## src/rtl/mem_port_arbiter_pkg.sv

```systemverilog
// rtl/mem_port_arbiter_pkg.sv - shared state encoding and owner ids for the memory port arbiter
package mem_port_arbiter_pkg;

  typedef enum logic [1:0] {
    ST_IDLE  = 2'd0,
    ST_ISSUE = 2'd1,
    ST_WAIT  = 2'd2,
    ST_RESP  = 2'd3
  } state_t;

  // Owner ids double as bit indices into the two-entry grant vector.
  localparam logic OWN_IF = 1'b0;
  localparam logic OWN_D  = 1'b1;

endpackage

```

## src/rtl/mem_arb_pick.sv

```systemverilog
// rtl/mem_arb_pick.sv - combinational two-way pick between fetch and data requests
module mem_arb_pick
  import mem_port_arbiter_pkg::*;
#(
  parameter int PRIO_DATA = 0
) (
  input  logic       if_req,
  input  logic       d_req,
  input  logic       last_owner,
  output logic [1:0] gnt
);

  always_comb begin
    gnt = 2'b00;
    if (if_req && d_req) begin
      // On conflict the port that did not win last time goes, unless data is prioritised.
      if (PRIO_DATA != 0 || last_owner == OWN_IF) gnt[OWN_D] = 1'b1;
      else                                       gnt[OWN_IF] = 1'b1;
    end else if (d_req) begin
      gnt[OWN_D] = 1'b1;
    end else if (if_req) begin
      gnt[OWN_IF] = 1'b1;
    end
  end

endmodule

```

## src/rtl/mem_port_arbiter.sv

```systemverilog
// rtl/mem_port_arbiter.sv - single-port memory shared between fetch and load/store with watchdog
module mem_port_arbiter
  import mem_port_arbiter_pkg::*;
#(
  parameter int ADDR_W    = 32,
  parameter int DATA_W    = 32,
  parameter int PRIO_DATA = 0,
  parameter int TIMEOUT   = 16
) (
  input  logic                clk,
  input  logic                reset,
  input  logic                if_req,
  input  logic [ADDR_W-1:0]   if_addr,
  output logic                if_gnt,
  output logic                if_rvalid,
  output logic [DATA_W-1:0]   if_rdata,
  input  logic                d_req,
  input  logic                d_we,
  input  logic [ADDR_W-1:0]   d_addr,
  input  logic [DATA_W-1:0]   d_wdata,
  input  logic [DATA_W/8-1:0] d_be,
  output logic                d_gnt,
  output logic                d_rvalid,
  output logic [DATA_W-1:0]   d_rdata,
  output logic                rsp_err,
  output logic                mem_en,
  output logic                mem_we,
  output logic [ADDR_W-1:0]   mem_addr,
  output logic [DATA_W-1:0]   mem_wdata,
  output logic [DATA_W/8-1:0] mem_be,
  input  logic                mem_ready,
  input  logic [DATA_W-1:0]   mem_rdata
);

  localparam int BE_W  = DATA_W / 8;
  localparam int CNT_W = $clog2(TIMEOUT);
  // The counter starts at 0 in the first WAIT cycle, so this value marks the last allowed one.
  localparam logic [CNT_W-1:0] CNT_LAST = CNT_W'(TIMEOUT - 2);

  state_t              state_q, state_d;
  logic                owner_q, owner_d;
  logic                last_owner_q, last_owner_d;
  logic [ADDR_W-1:0]   addr_q, addr_d;
  logic                we_q, we_d;
  logic [DATA_W-1:0]   wdata_q, wdata_d;
  logic [BE_W-1:0]     be_q, be_d;
  logic [DATA_W-1:0]   rdata_q, rdata_d;
  logic                err_q, err_d;
  logic [CNT_W-1:0]    cnt_q, cnt_d;
  logic [1:0]          pick_gnt;

  mem_arb_pick #(
    .PRIO_DATA (PRIO_DATA)
  ) u_pick (
    .if_req     (if_req),
    .d_req      (d_req),
    .last_owner (last_owner_q),
    .gnt        (pick_gnt)
  );

  always_comb begin
    state_d      = state_q;
    owner_d      = owner_q;
    last_owner_d = last_owner_q;
    addr_d       = addr_q;
    we_d         = we_q;
    wdata_d      = wdata_q;
    be_d         = be_q;
    rdata_d      = rdata_q;
    err_d        = err_q;
    cnt_d        = cnt_q;
    if_gnt       = 1'b0;
    d_gnt        = 1'b0;

    case (state_q)
      ST_IDLE: begin
        if_gnt = pick_gnt[OWN_IF];
        d_gnt  = pick_gnt[OWN_D];
        err_d  = 1'b0;
        rdata_d = '0;
        if (pick_gnt[OWN_D]) begin
          owner_d      = OWN_D;
          last_owner_d = OWN_D;
          addr_d       = d_addr;
          we_d         = d_we;
          wdata_d      = d_wdata;
          be_d         = d_be;
          state_d      = ST_ISSUE;
        end else if (pick_gnt[OWN_IF]) begin
          owner_d      = OWN_IF;
          last_owner_d = OWN_IF;
          addr_d       = if_addr;
          we_d         = 1'b0;
          wdata_d      = '0;
          be_d         = '1;
          state_d      = ST_ISSUE;
        end
      end
      ST_ISSUE: begin
        cnt_d = '0;
        if (mem_ready) begin
          rdata_d = we_q ? '0 : mem_rdata;
          err_d   = 1'b0;
          state_d = ST_RESP;
        end else begin
          state_d = ST_WAIT;
        end
      end
      ST_WAIT: begin
        cnt_d = cnt_q + CNT_W'(1);
        if (mem_ready) begin
          rdata_d = we_q ? '0 : mem_rdata;
          err_d   = 1'b0;
          state_d = ST_RESP;
        end else if (cnt_q == CNT_LAST) begin
          rdata_d = '0;
          err_d   = 1'b1;
          state_d = ST_RESP;
        end
      end
      ST_RESP: begin
        state_d = ST_IDLE;
      end
      default: begin
        state_d = ST_IDLE;
      end
    endcase
  end

  always_comb begin
    if_rvalid = 1'b0;
    d_rvalid  = 1'b0;
    if_rdata  = '0;
    d_rdata   = '0;
    rsp_err   = 1'b0;
    mem_en    = 1'b0;
    mem_we    = 1'b0;
    mem_addr  = '0;
    mem_wdata = '0;
    mem_be    = '0;
    if (state_q == ST_RESP) begin
      rsp_err = err_q;
      if (owner_q == OWN_D) begin
        d_rvalid = 1'b1;
        d_rdata  = rdata_q;
      end else begin
        if_rvalid = 1'b1;
        if_rdata  = rdata_q;
      end
    end
    if (state_q == ST_ISSUE || state_q == ST_WAIT) begin
      mem_en    = (state_q == ST_ISSUE);
      mem_we    = we_q;
      mem_addr  = addr_q;
      mem_wdata = wdata_q;
      mem_be    = be_q;
    end
  end

  always_ff @(posedge clk) begin
    if (!reset) begin
      state_q      <= ST_IDLE;
      owner_q      <= OWN_IF;
      last_owner_q <= OWN_IF;
      addr_q       <= '0;
      we_q         <= 1'b0;
      wdata_q      <= '0;
      be_q         <= '0;
      rdata_q      <= '0;
      err_q        <= 1'b0;
      cnt_q        <= '0;
    end else begin
      state_q      <= state_d;
      owner_q      <= owner_d;
      last_owner_q <= last_owner_d;
      addr_q       <= addr_d;
      we_q         <= we_d;
      wdata_q      <= wdata_d;
      be_q         <= be_d;
      rdata_q      <= rdata_d;
      err_q        <= err_d;
      cnt_q        <= cnt_d;
    end
  end

endmodule

```

## config.mk

```make
export PLATFORM = sky130hd
export DESIGN_NAME = mem_port_arbiter
export DESIGN_NICKNAME = d
export VERILOG_FILES = /design/src/rtl/mem_port_arbiter_pkg.sv /design/src/rtl/mem_arb_pick.sv /design/src/rtl/mem_port_arbiter.sv
export SDC_FILE = /design/constraint.sdc
export NUM_CORES = 1
export LEC_CHECK = 0
export ABC_AREA = 1
export CORE_UTILIZATION = 42
export CTS_CLUSTER_DIAMETER = 60
export DETAILED_ROUTE_END_ITERATION = 8
export PLACE_DENSITY = 0.81
export REMOVE_ABC_BUFFERS = 1
export SYNTH_ARGS = -nofsm -noshare
export SYNTH_HDL_FRONTEND = slang
export SYNTH_SLANG_ARGS = --single-unit
```

## constraint.sdc

```tcl
create_clock -name clk -period 2.55 [get_ports clk]
set_clock_uncertainty 0.15 [all_clocks]
set_input_delay 0.51 -clock clk [delete_from_list [all_inputs] [get_ports clk]]
set_output_delay 0.51 -clock clk [all_outputs]
set_load 0.02 [all_outputs]
```

Word-level counts from Yosys, hierarchy flattened
Cells that the tools add are included.

Register bits: 109. Input bits: 138. Word-level logic and storage cells: 71.

Add/subtract/negate cells: 1. Eq/ne operators: 7. Muxes and demuxes: 45. Reductions and logical operators: 9.

Operator list (number): $mux 32 (14); $pmux 32 s3 (1); $mux 1 (19); $mux 4 (3); $mux 2 (5); $pmux 2 s4 (1); $pmux 4 s2 (1); $ne 3x3->1 const B (2); $add 4x1->4 const B (1); $eq 2x2->1 const B (2); $eq 4x4->1 const B (1); $reduce_and 2->1 (2); $reduce_bool 2->1 (2); $pmux 1 s3 (1); $reduce_and 3->1 (1); $reduce_bool 3->1 (1); $eq 2x1->1 const B (1); $logic_not 2->1 (1); $ne 2x2->1 const B (1); $logic_and 1x1->1 (1); $logic_or 1x1->1 (1).

Logic depth before layout (Yosys ltp)
Gate-level depths: netlist of the first run.

Depth after elaboration: 6. Mapped depth: 10. Mapped depth without buffers: 9.

By module
A second synthesis of the first run with hierarchy kept.

Cell total of the unflattened synthesis: 964. Area total of the unflattened synthesis: 5800.6 µm².

By module, submodules not included: mem_port_arbiter (times used 1, cells each 959, area each 5780.5 µm²); mem_arb_pick (times used 1, cells each 5, area each 20.0 µm²).

Worst setup path before layout of the first run
OpenSTA, ideal clock, no wires.

Kind: register to output. Start: register state_q[0]. End: output mem_wdata[17]. Arrival time: 1491 ps. Required time: 1890 ps. Slack: 399 ps. Cell stages (with the launch flop): 7. Buffers on the path: 2. Cell sequence: dfxtp_1 -> inv_1 -> ha_1 -> buf_2 -> buf_1 -> nand2_1 -> inv_1.

Longest elaborated chain between the ends: 3. Elaborated cells between the ends (all ways): 4. Those cells by class: eq/ne: 2; mux: 1; reduce/logical: 1.

RTL lines: start: declaration (line mem_port_arbiter.sv:40) `state_t state_q, state_d;`; start signal: assignment (line mem_port_arbiter.sv:173) `state_q <= state_d;`; $eq 2x1->1 or $eq 2x2->1 (tied branches) (line mem_port_arbiter.sv:151) `if (state_q == ST_ISSUE || state_q == ST_WAIT) begin`; $logic_or 1x1->1 (*) (line mem_port_arbiter.sv:151); $mux 32 (*) (line mem_port_arbiter.sv:151); end: declaration (line mem_port_arbiter.sv:29) `output logic [DATA_W-1:0] mem_wdata,`.

Mark *: on every way between the ends. The rest lies on a longest branch, timed or not.

Worst setup path after layout of the first run
Start: input d_req. End: output if_gnt.

Longest elaborated chain between the ends: 3. Elaborated cells between the ends (all ways): 4. Those cells by class: mux: 3; reduce/logical: 1.

RTL lines: start: declaration (line mem_port_arbiter.sv:17) `input logic d_req,`; $mux 1 or $logic_and 1x1->1 (tied branches) (line mem_arb_pick.sv:19, mem_arb_pick.sv:15); $mux 2 (*) (line mem_arb_pick.sv:15) `if (if_req && d_req) begin`; $mux 1 (*) (line mem_port_arbiter.sv:75) `case (state_q)`; end: declaration (line mem_port_arbiter.sv:14) `output logic if_gnt,`.

Marks and branches as above.

==> qor.yml, run 1 <==
status: "finished, final reports clean"
leakage_nw: 5.19
reg2reg_slack_ps: 640
hold_path_end: "wdata_q[7]$_SDFFE_PN0P_"
cts_setup_buffers: 0
grt_pass1_vias: 5781
synthDistinctLibCells: 21
core_area_sq_mm: 0.0139
rr_worst_depth: 9
drv_slew: 0
clk_pin_slew_ps: 80
drv_cap: 0
holdWs_ps: 312
area_growth_pct: 51.8
layout.nets: 1425
wl_per_cell_microns: 12.1
netlist_area_sq_mm: 0.00604
cts_hold_buf: 0
min_path_cells: 2
drt_iter0_markers: 302
worstPathMaxFanout: 3
grt_pass1_wl_microns: 27500
grt_use_total_pct: 23.3
min_from: "wdata_q[7]$_SDFFE_PN0P_"
dr_total_vias: 6743
drive_gt1_share_pct: 4.67
clock-sinks: 109
ys_seq_area_share_pct: 36.2
place.gp.congestion: 0.822
ios: 277
cp.arrival_ps: 1850
io_buffers: 276
hp-class: "flop to flop"
die_y_microns: 122
cts_buffers: 9
peakVddDrop_uv: 805
total_power_mw: 9.34
clkLatencyLatePin_ps: 350
setup_violations: 0
synthCells: 1028
period_share_pct: 98.6
dp.cells: 1448
fin_cells: 1464
setup.worst_path.start: "d_req"
yosysWarnings: 0
remaining_drc_errors: 0
firstDrtPassIters: 4
die_area_sq_mm: 0.0149
ant_nets: 0
cts_buffer_depth: 2
powerDensity_mw_per_mm2: 1020
ys_ff_latch: 109
initial_utilization_pct: 43.3
grt_max_degree: 66
avgSynthCellArea_sq_um: 5.87
slew_headroom_pct: 54.8
rsz0062_at_grt: "false"
place_area_sq_mm: 0.00899
rows: 43
tightest_slew_ps: 678
reg2reg_to: "rdata_q[23]$_SDFFE_PN0P_"
htree_num_levels: 3
cts_tree: "done"
crit_type: "input pin to primary output"
critPathRequiredTime_ps: 1890
cts_root_buffer: "clkbuf_16"
overflow: 0
fmax_ghz: 0.398
wirelength_microns: 17700
antenna_found_initial: 0
preCtsSetupSlack_ps: -54.5
vias_per_cell: 4.61
fill_cells: 1326
final.setup.tns_ps: 0
utilization_pct: 65.8
die_w_microns: 122
antenna_cells: 0
finalWorstSetupSlack_ps: 36.5
final_area_sq_mm: 0.00916
worstReg2RegStart: "state_q[0]$_SDFFE_PN0P_"
dp_hpwl_microns: 12700
startpoint_type: "input pin"
endpoint_kind: "primary output"
finalHoldViolCount: 0
period_needed_ps: 2510
-- kinds of logic (layout without fill, tap and decap cells) --
group	Yosys count	count (layout)	share of synthesized area, %
AO/OA/AOI/OAI	62	62	5.41
adder cells (fa/ha/maj)	8	8	1.66
buffers and inverters	231	487	15.7
flip-flops	109	109	36.2
AND/OR/NAND/NOR	618	618	41.1
-- cell usage in the layout (no fill, tap or decap), drive strengths merged --
cell             n
clkdlybuf4s50  138
clkbuf          11
clkinv           2
buf             30
dfxtp          109
a21oi           56
nand3          105
ha               8
nand3b           1
nor2           206
dlymetal6s2s     1
and3             1
o211a            1
nand2          305
inv            167
o21ai            5
dlygate4sd2    130
clkinvlp         1
bufinv           1
clkdlybuf4s15    6
-- flip-flops by register name (all words and copies together), names as in the netlist --
register,flops
addr_q,32
be_q,4
cnt_q,4
err_q,1
last_owner_q,1
rdata_q,32
state_q,2
wdata_q,32
we_q,1
-- worst max-delay path, cell delays in order --
cell             delay [ps]
clkdlybuf4s50_1         490
nand2_4                 120
nand2_1                  50
nor2_1                   80
clkdlybuf4s50_1         600
-- where the power goes --
part | leakage [nW] | switching [mW] | internal (mW)
clock | 0.152 | 0.641 | 0.817
sequential | 0.897 | 0.274 | 2.31
combinational | 4.14 | 3.33 | 1.98
-- synthesized netlist by cell type, drive strengths merged --
master	instances	area, sq um
nand2	305	1160
and3	1	6.26
clkbuf	21	78.8
ha	8	100
o21ai	5	25.0
a21oi	56	292
inv	166	623
nand3	105	526
nand3b	1	7.51
o211a	1	10.0
nor2	206	781
buf	44	243
dfxtp	109	2180
-- per-layer routing --
layer	up-vias	wire, microns	GRT usage, %
met2	224	8530	41.7
li1	3548	-	-
met1	2953	7430	26.6
met3	18	1490	6.13
met4	0	271	7.87
met5	-	0	0
-- how the worst max path moves through the flow --
stage,to,cells after the start
finish,if_gnt,5
global route,if_gnt,5
CTS,mem_addr[8],6
detailed placement,d_gnt,6
global placement,d_gnt,6
floorplan,d_gnt,5
-- timing repair --
| item | in CTS | in global routing |
|---|---|---|
| gates resized for setup | 142 | 6 |
| endpoints found under the setup margin | 136 | 69 |
| pin swaps | 0 | 0 |
-- area by class of cell --
class | count | area [sq um] | share of cell area (%)
clock buffer | 11 | 253 | 2.76
clock inverter | 5 | 56.3 | 0.615
inverter | 166 | 623 | 6.80
multi-input combinational | 688 | 2930 | 32.0
sequential | 109 | 2180 | 23.8
tap | 180 | 225 | 2.46
timing repair buffer | 305 | 2890 | 31.6
(Power assumes the default switching activity.)
==> inputs of run 2 (changes only) <==
--- a/config.mk
+++ b/config.mk
@@ -11,6 +11,7 @@
 export DETAILED_ROUTE_END_ITERATION = 8
 export PLACE_DENSITY = 0.81
 export REMOVE_ABC_BUFFERS = 1
+export SKIP_LAST_GASP = 1
 export SYNTH_ARGS = -nofsm -noshare
 export SYNTH_HDL_FRONTEND = slang
 export SYNTH_SLANG_ARGS = --single-unit
==> run 2 against run 1 <==
Against the previous run:
- total power fell by 0.36%
- critical path depth did not move
- design area fell by 0.19%
- largest power group unchanged
==> qor.yml, run 2 (synthesis results as in run 1) <==
drt_iter0_markers: 278
powerDensity_mw_per_mm2: 1020
antenna_found_initial: 0
worstReg2RegStart: "state_q[0]$_SDFFE_PN0P_"
grt_pass1_vias: 5787
layout.nets: 1425
hold_path_end: "wdata_q[10]$_SDFFE_PN0P_"
final_cell_mix: "299 x nand2_1, 205 x nor2_1, 161 x inv_1, 138 x clkdlybuf4s50_1, 128 x dlygate4sd2_1"
rows: 43
drive_gt1_share_pct: 5.06
die_w_microns: 122
final_area_sq_mm: 0.00915
slew_headroom_pct: 55.4
startpoint_type: "input pin"
clk_pin_slew_ps: 70
tightest_slew_ps: 669
firstDrtPassIters: 5
leakage_nw: 5.21
worstPathMaxFanout: 3
preCtsSetupSlack_ps: -54.5
clock-sinks: 109
core_area_sq_mm: 0.0139
holdWs_ps: 313
endpoint_kind: "primary output"
status: "finished, final reports clean"
hp-class: "flop to flop"
cts_root_buffer: "clkbuf_16"
place.gp.congestion: 0.822
ios: 277
clkLatencyLatePin_ps: 340
cts_buffer_depth: 2
drv_slew: 0
drv_cap: 0
initial_utilization_pct: 43.3
io_buffers: 276
final_common_cell: "nand2_1"
area_growth_pct: 51.5
die_area_sq_mm: 0.0149
reg2reg_slack_ps: 650
period_share_pct: 98.6
wl_per_cell_microns: 12.1
finalWorstSetupSlack_ps: 36.3
grt_max_degree: 66
finalHoldViolCount: 0
rsz0062_at_grt: "false"
place_area_sq_mm: 0.00899
critPathRequiredTime_ps: 1890
rr_worst_depth: 9
crit_type: "input pin to primary output"
dr_total_vias: 6735
antenna_cells: 0
cts_buffers: 9
min_from: "wdata_q[10]$_SDFFE_PN0P_"
peakVddDrop_uv: 801
wirelength_microns: 17700
vias_per_cell: 4.60
setup.worst_path.start: "d_req"
period_needed_ps: 2510
fmax_ghz: 0.398
reg2reg_to: "rdata_q[23]$_SDFFE_PN0P_"
cp.arrival_ps: 1850
min_path_cells: 2
grt_pass1_wl_microns: 27500
ant_nets: 0
overflow: 0
die_y_microns: 122
setup_violations: 0
grt_use_total_pct: 23.3
reg.largest.list: "addr_q x32, rdata_q x32, wdata_q x32"
htree_num_levels: 3
dp_hpwl_microns: 12700
remaining_drc_errors: 0
cts_tree: "done"
[run 2: cell count changes in the layout (fill, tap and decap cells not counted), sizes merged]
cell,previous run,this run
clkdlybuf4s15,6,1
clkbuf,11,16
dlymetal6s2s,1,3
dlygate4sd2,130,128
[run 2: stage by stage]
step           TNS, ps  std cells  total power [mW]  utilization [%]
4_1_cts           -406       1464              9.36             65.6
2_1_floorplan   -38660        963              5.89                -
3_3_place_gp     -24.7       1448              8.04             64.5
6_report             0       1464              9.31             65.6
5_1_grt              0       1464              10.1             65.6
3_5_place_dp     -54.5       1448              8.12             64.5
[run 2: what timing repair did]
action                                  CTS  global route
resized for setup                       139            14
endpoints found under the setup margin  136            69
setup buffers                             0             0
hold buffers                              0             0
[run 2: layer usage]
| metal | global-route usage, % | wire length (microns) |
|---|---|---|
| met5 | 0 | 0 |
| met4 | 7.87 | 271 |
| met1 | 26.6 | 7090 |
| met2 | 41.7 | 8700 |
| met3 | 6.13 | 1610 |
[run 2: cell type report]
type / count / area, sq um
clock buffers: 11 / 253
clock inverters: 5 / 56.3
fillers: 1330 / 4790
inverters: 166 / 623
multi-input cells: 688 / 2930
flip-flops and latches: 109 / 2180
well taps: 180 / 225
repair buffers: 305 / 2880
[run 2: worst max-delay path by stage]
stage / depth (start not counted) / slack (ps) / end
after floorplan: 5 / -560 / d_gnt
after global placement: 6 / -20 / d_gnt
after detailed placement: 6 / -50 / d_gnt
after CTS: 6 / -190 / mem_wdata[27]
after global routing: 5 / 7 / if_gnt
final: 5 / 40 / if_gnt
[run 2: where the power goes]
group	switching (mW)	internal, mW
clock	0.630	0.816
combinational	3.31	1.97
sequential	0.274	2.31
[run 2: worst max-delay path, cell delays in order]
cell and delay, ps:
clkdlybuf4s50_1 490, nand2_4 120, nand2_1 50, nor2_1 80
clkdlybuf4s50_1 600
==> inputs of run 3 (changes only) <==
==> constraint.sdc (replaced) <==
create_clock -name clk -period 2.55 [get_ports clk]
set_clock_uncertainty 0.15 [all_clocks]
set_input_delay 0.6375 -clock clk [delete_from_list [all_inputs] [get_ports clk]]
set_output_delay 0.6375 -clock clk [all_outputs]
set_load 0.02 [all_outputs]
==> run 3 against run 2 <==
Against the previous run:
- global-route usage is 0.66 points higher
- worst hold slack hardly changed
- worst setup slack better by 21 ps
- highest routed layer unchanged
- total power increased by 2.0%
- die area stayed put
- final cell count did not move
- non-clock buffer count did not move
- largest cell class unchanged
- clock power rose by 8%
==> qor.yml, run 3 (synthesis results as in run 1) <==
clkLatencyLatePin_ps: 350
cts_tree: "done"
fmax_ghz: 0.401
leakage_nw: 4.78
grt_pass1_wl_microns: 28100
finalHoldViolCount: 0
firstDrtPassIters: 6
wl_per_cell_microns: 12.4
peakVddDrop_uv: 503
overflow: 0
drv_slew: 0
tightest_slew_ps: 668
hp-class: "flop to flop"
reg.largest.list: "addr_q x32, rdata_q x32, wdata_q x32"
place.gp.congestion: 0.814
worstPathMaxFanout: 33
remaining_drc_errors: 0
dr_total_vias: 6809
critical_path_buf_inv_count: 4
clock-sinks: 109
rsz0062_at_grt: "true"
grt_max_degree: 66
cts_hold_buf: 0
initial_utilization_pct: 43.3
cts_buffers: 9
die_w_microns: 122
period_share_pct: 97.7
dp_hpwl_microns: 12800
drt_iter0_markers: 430
drive_gt1_share_pct: 14.3
final_common_cell: "nand2_1"
die_area_sq_mm: 0.0149
cp.arrival_ps: 1700
grt_use_total_pct: 24.0
vias_per_cell: 4.65
slew_headroom_pct: 55.5
rows: 43
slowest_delay_ps: 310
ios: 277
layout.nets: 1425
io_buffers: 276
wirelength_microns: 18100
antenna_found_initial: 0
startpoint_type: "flop"
cts_buffer_depth: 2
dp.cells: 1448
fin_cells: 1464
area_growth_pct: 45.2
powerDensity_mw_per_mm2: 1080
cts_root_buffer: "clkbuf_16"
grt_pass1_vias: 5800
ant_nets: 0
total_power_mw: 9.49
status: "finished, final reports clean"
path_cells: "buf_4, ha_1, nand2_1, buf_12, inv_1, dlygate4sd2_1"
drv_cap: 0
antenna_cells: 0
htree_num_levels: 3
setup_violations: 0
crit_family: "buffers and inverters"
critPathRequiredTime_ps: 1760
cts_setup_buffers: 0
final_cell_mix: "299 x nand2_1, 205 x nor2_1, 161 x inv_1, 136 x clkdlybuf4s50_1, 119 x clkbuf_2"
crit_type: "flop to primary output"
fill_cells: 1393
die_y_microns: 122
clk_pin_slew_ps: 70
cp_slowest_cell: "dfxtp_1"
core_area_sq_mm: 0.0139
period_needed_ps: 2490
endpoint_kind: "primary output"
-- run 3: cell types whose count changed in the layout (fill, tap and decap cells not counted), sizes merged --
cell	before	now
buf	30	32
bufinv	1	2
clkbuf	16	130
clkdlybuf4s15	1	11
clkdlybuf4s50	138	136
clkinv	2	3
clkinvlp	1	0
dlygate4sd2	128	6
dlymetal6s2s	3	1
inv	167	166
-- run 3: worst reg2reg max path: stages, from the launching register on --
cell and delay, ps:
dfxtp_1 380, inv_2 70, nand2_4 70, buf_4 360
nand3_1 210, nand2_4 140, buf_12 240, inv_2 100
nor2_1 100, nor2_1 40
-- run 3: layout make-up --
class	instances	area (sq um)	area share (%)
flip-flops and latches	109	2180	24.9
clock inverters	5	82.6	0.942
inverters	166	623	7.11
clock buffers	11	253	2.88
multi-input cells	688	2930	33.4
repair buffers	305	2470	28.2
well taps	180	225	2.57
-- run 3: routing by layer --
layer / global-route usage, % / part of all wire, %
met3: 7.07 / 8.8
met2: 41.8 / 48
met5: 0 / 0
met1: 27.7 / 41
met4: 8.10 / 1.9
-- run 3: final timing paths --
kind	from	to	slack, ps	cells past startpoint
max reg2reg	last_owner_q$_SDFFE_PN0P_	be_q[2]$_SDFFE_PN0P_	610	9
max	state_q[0]$_SDFFE_PN0P_	if_rvalid	60	6
min reg2reg	wdata_q[14]$_SDFFE_PN0P_	wdata_q[14]$_SDFFE_PN0P_	310	2
min	wdata_q[14]$_SDFFE_PN0P_	wdata_q[14]$_SDFFE_PN0P_	310	2
-- run 3: power by group --
group,leakage [nW],total (mW),switching (mW),internal [mW]
Sequential,0.897,2.59,0.279,2.31
Clock,0.166,1.57,0.655,0.917
Combinational,3.71,5.34,3.37,1.97
-- run 3: timing repair --
| action | 4_1_cts | 5_1_grt |
|---|---|---|
| gates cloned | 0 | 0 |
| gates resized for setup | 153 | 245 |
| setup endpoints to repair | 138 | 133 |
-- run 3: metrics by stage --
step / setup slack [ps] / hold slack, ps / area [sq um] / util [%] / setup TNS [ps]
5_1_grt: -34.2 / 330 / 8770 / 62.9 / -64.3
4_1_cts: -61.6 / 313 / 9220 / 66.1 / -66.4
3_3_place_gp: -272 / 299 / 9020 / 64.8 / -2500
2_1_floorplan: -813 / 291 / 5710 / - / -48260
3_5_place_dp: -348 / 302 / 9020 / 64.8 / -8480
6_report: 57.7 / 313 / 8770 / 62.9 / 0
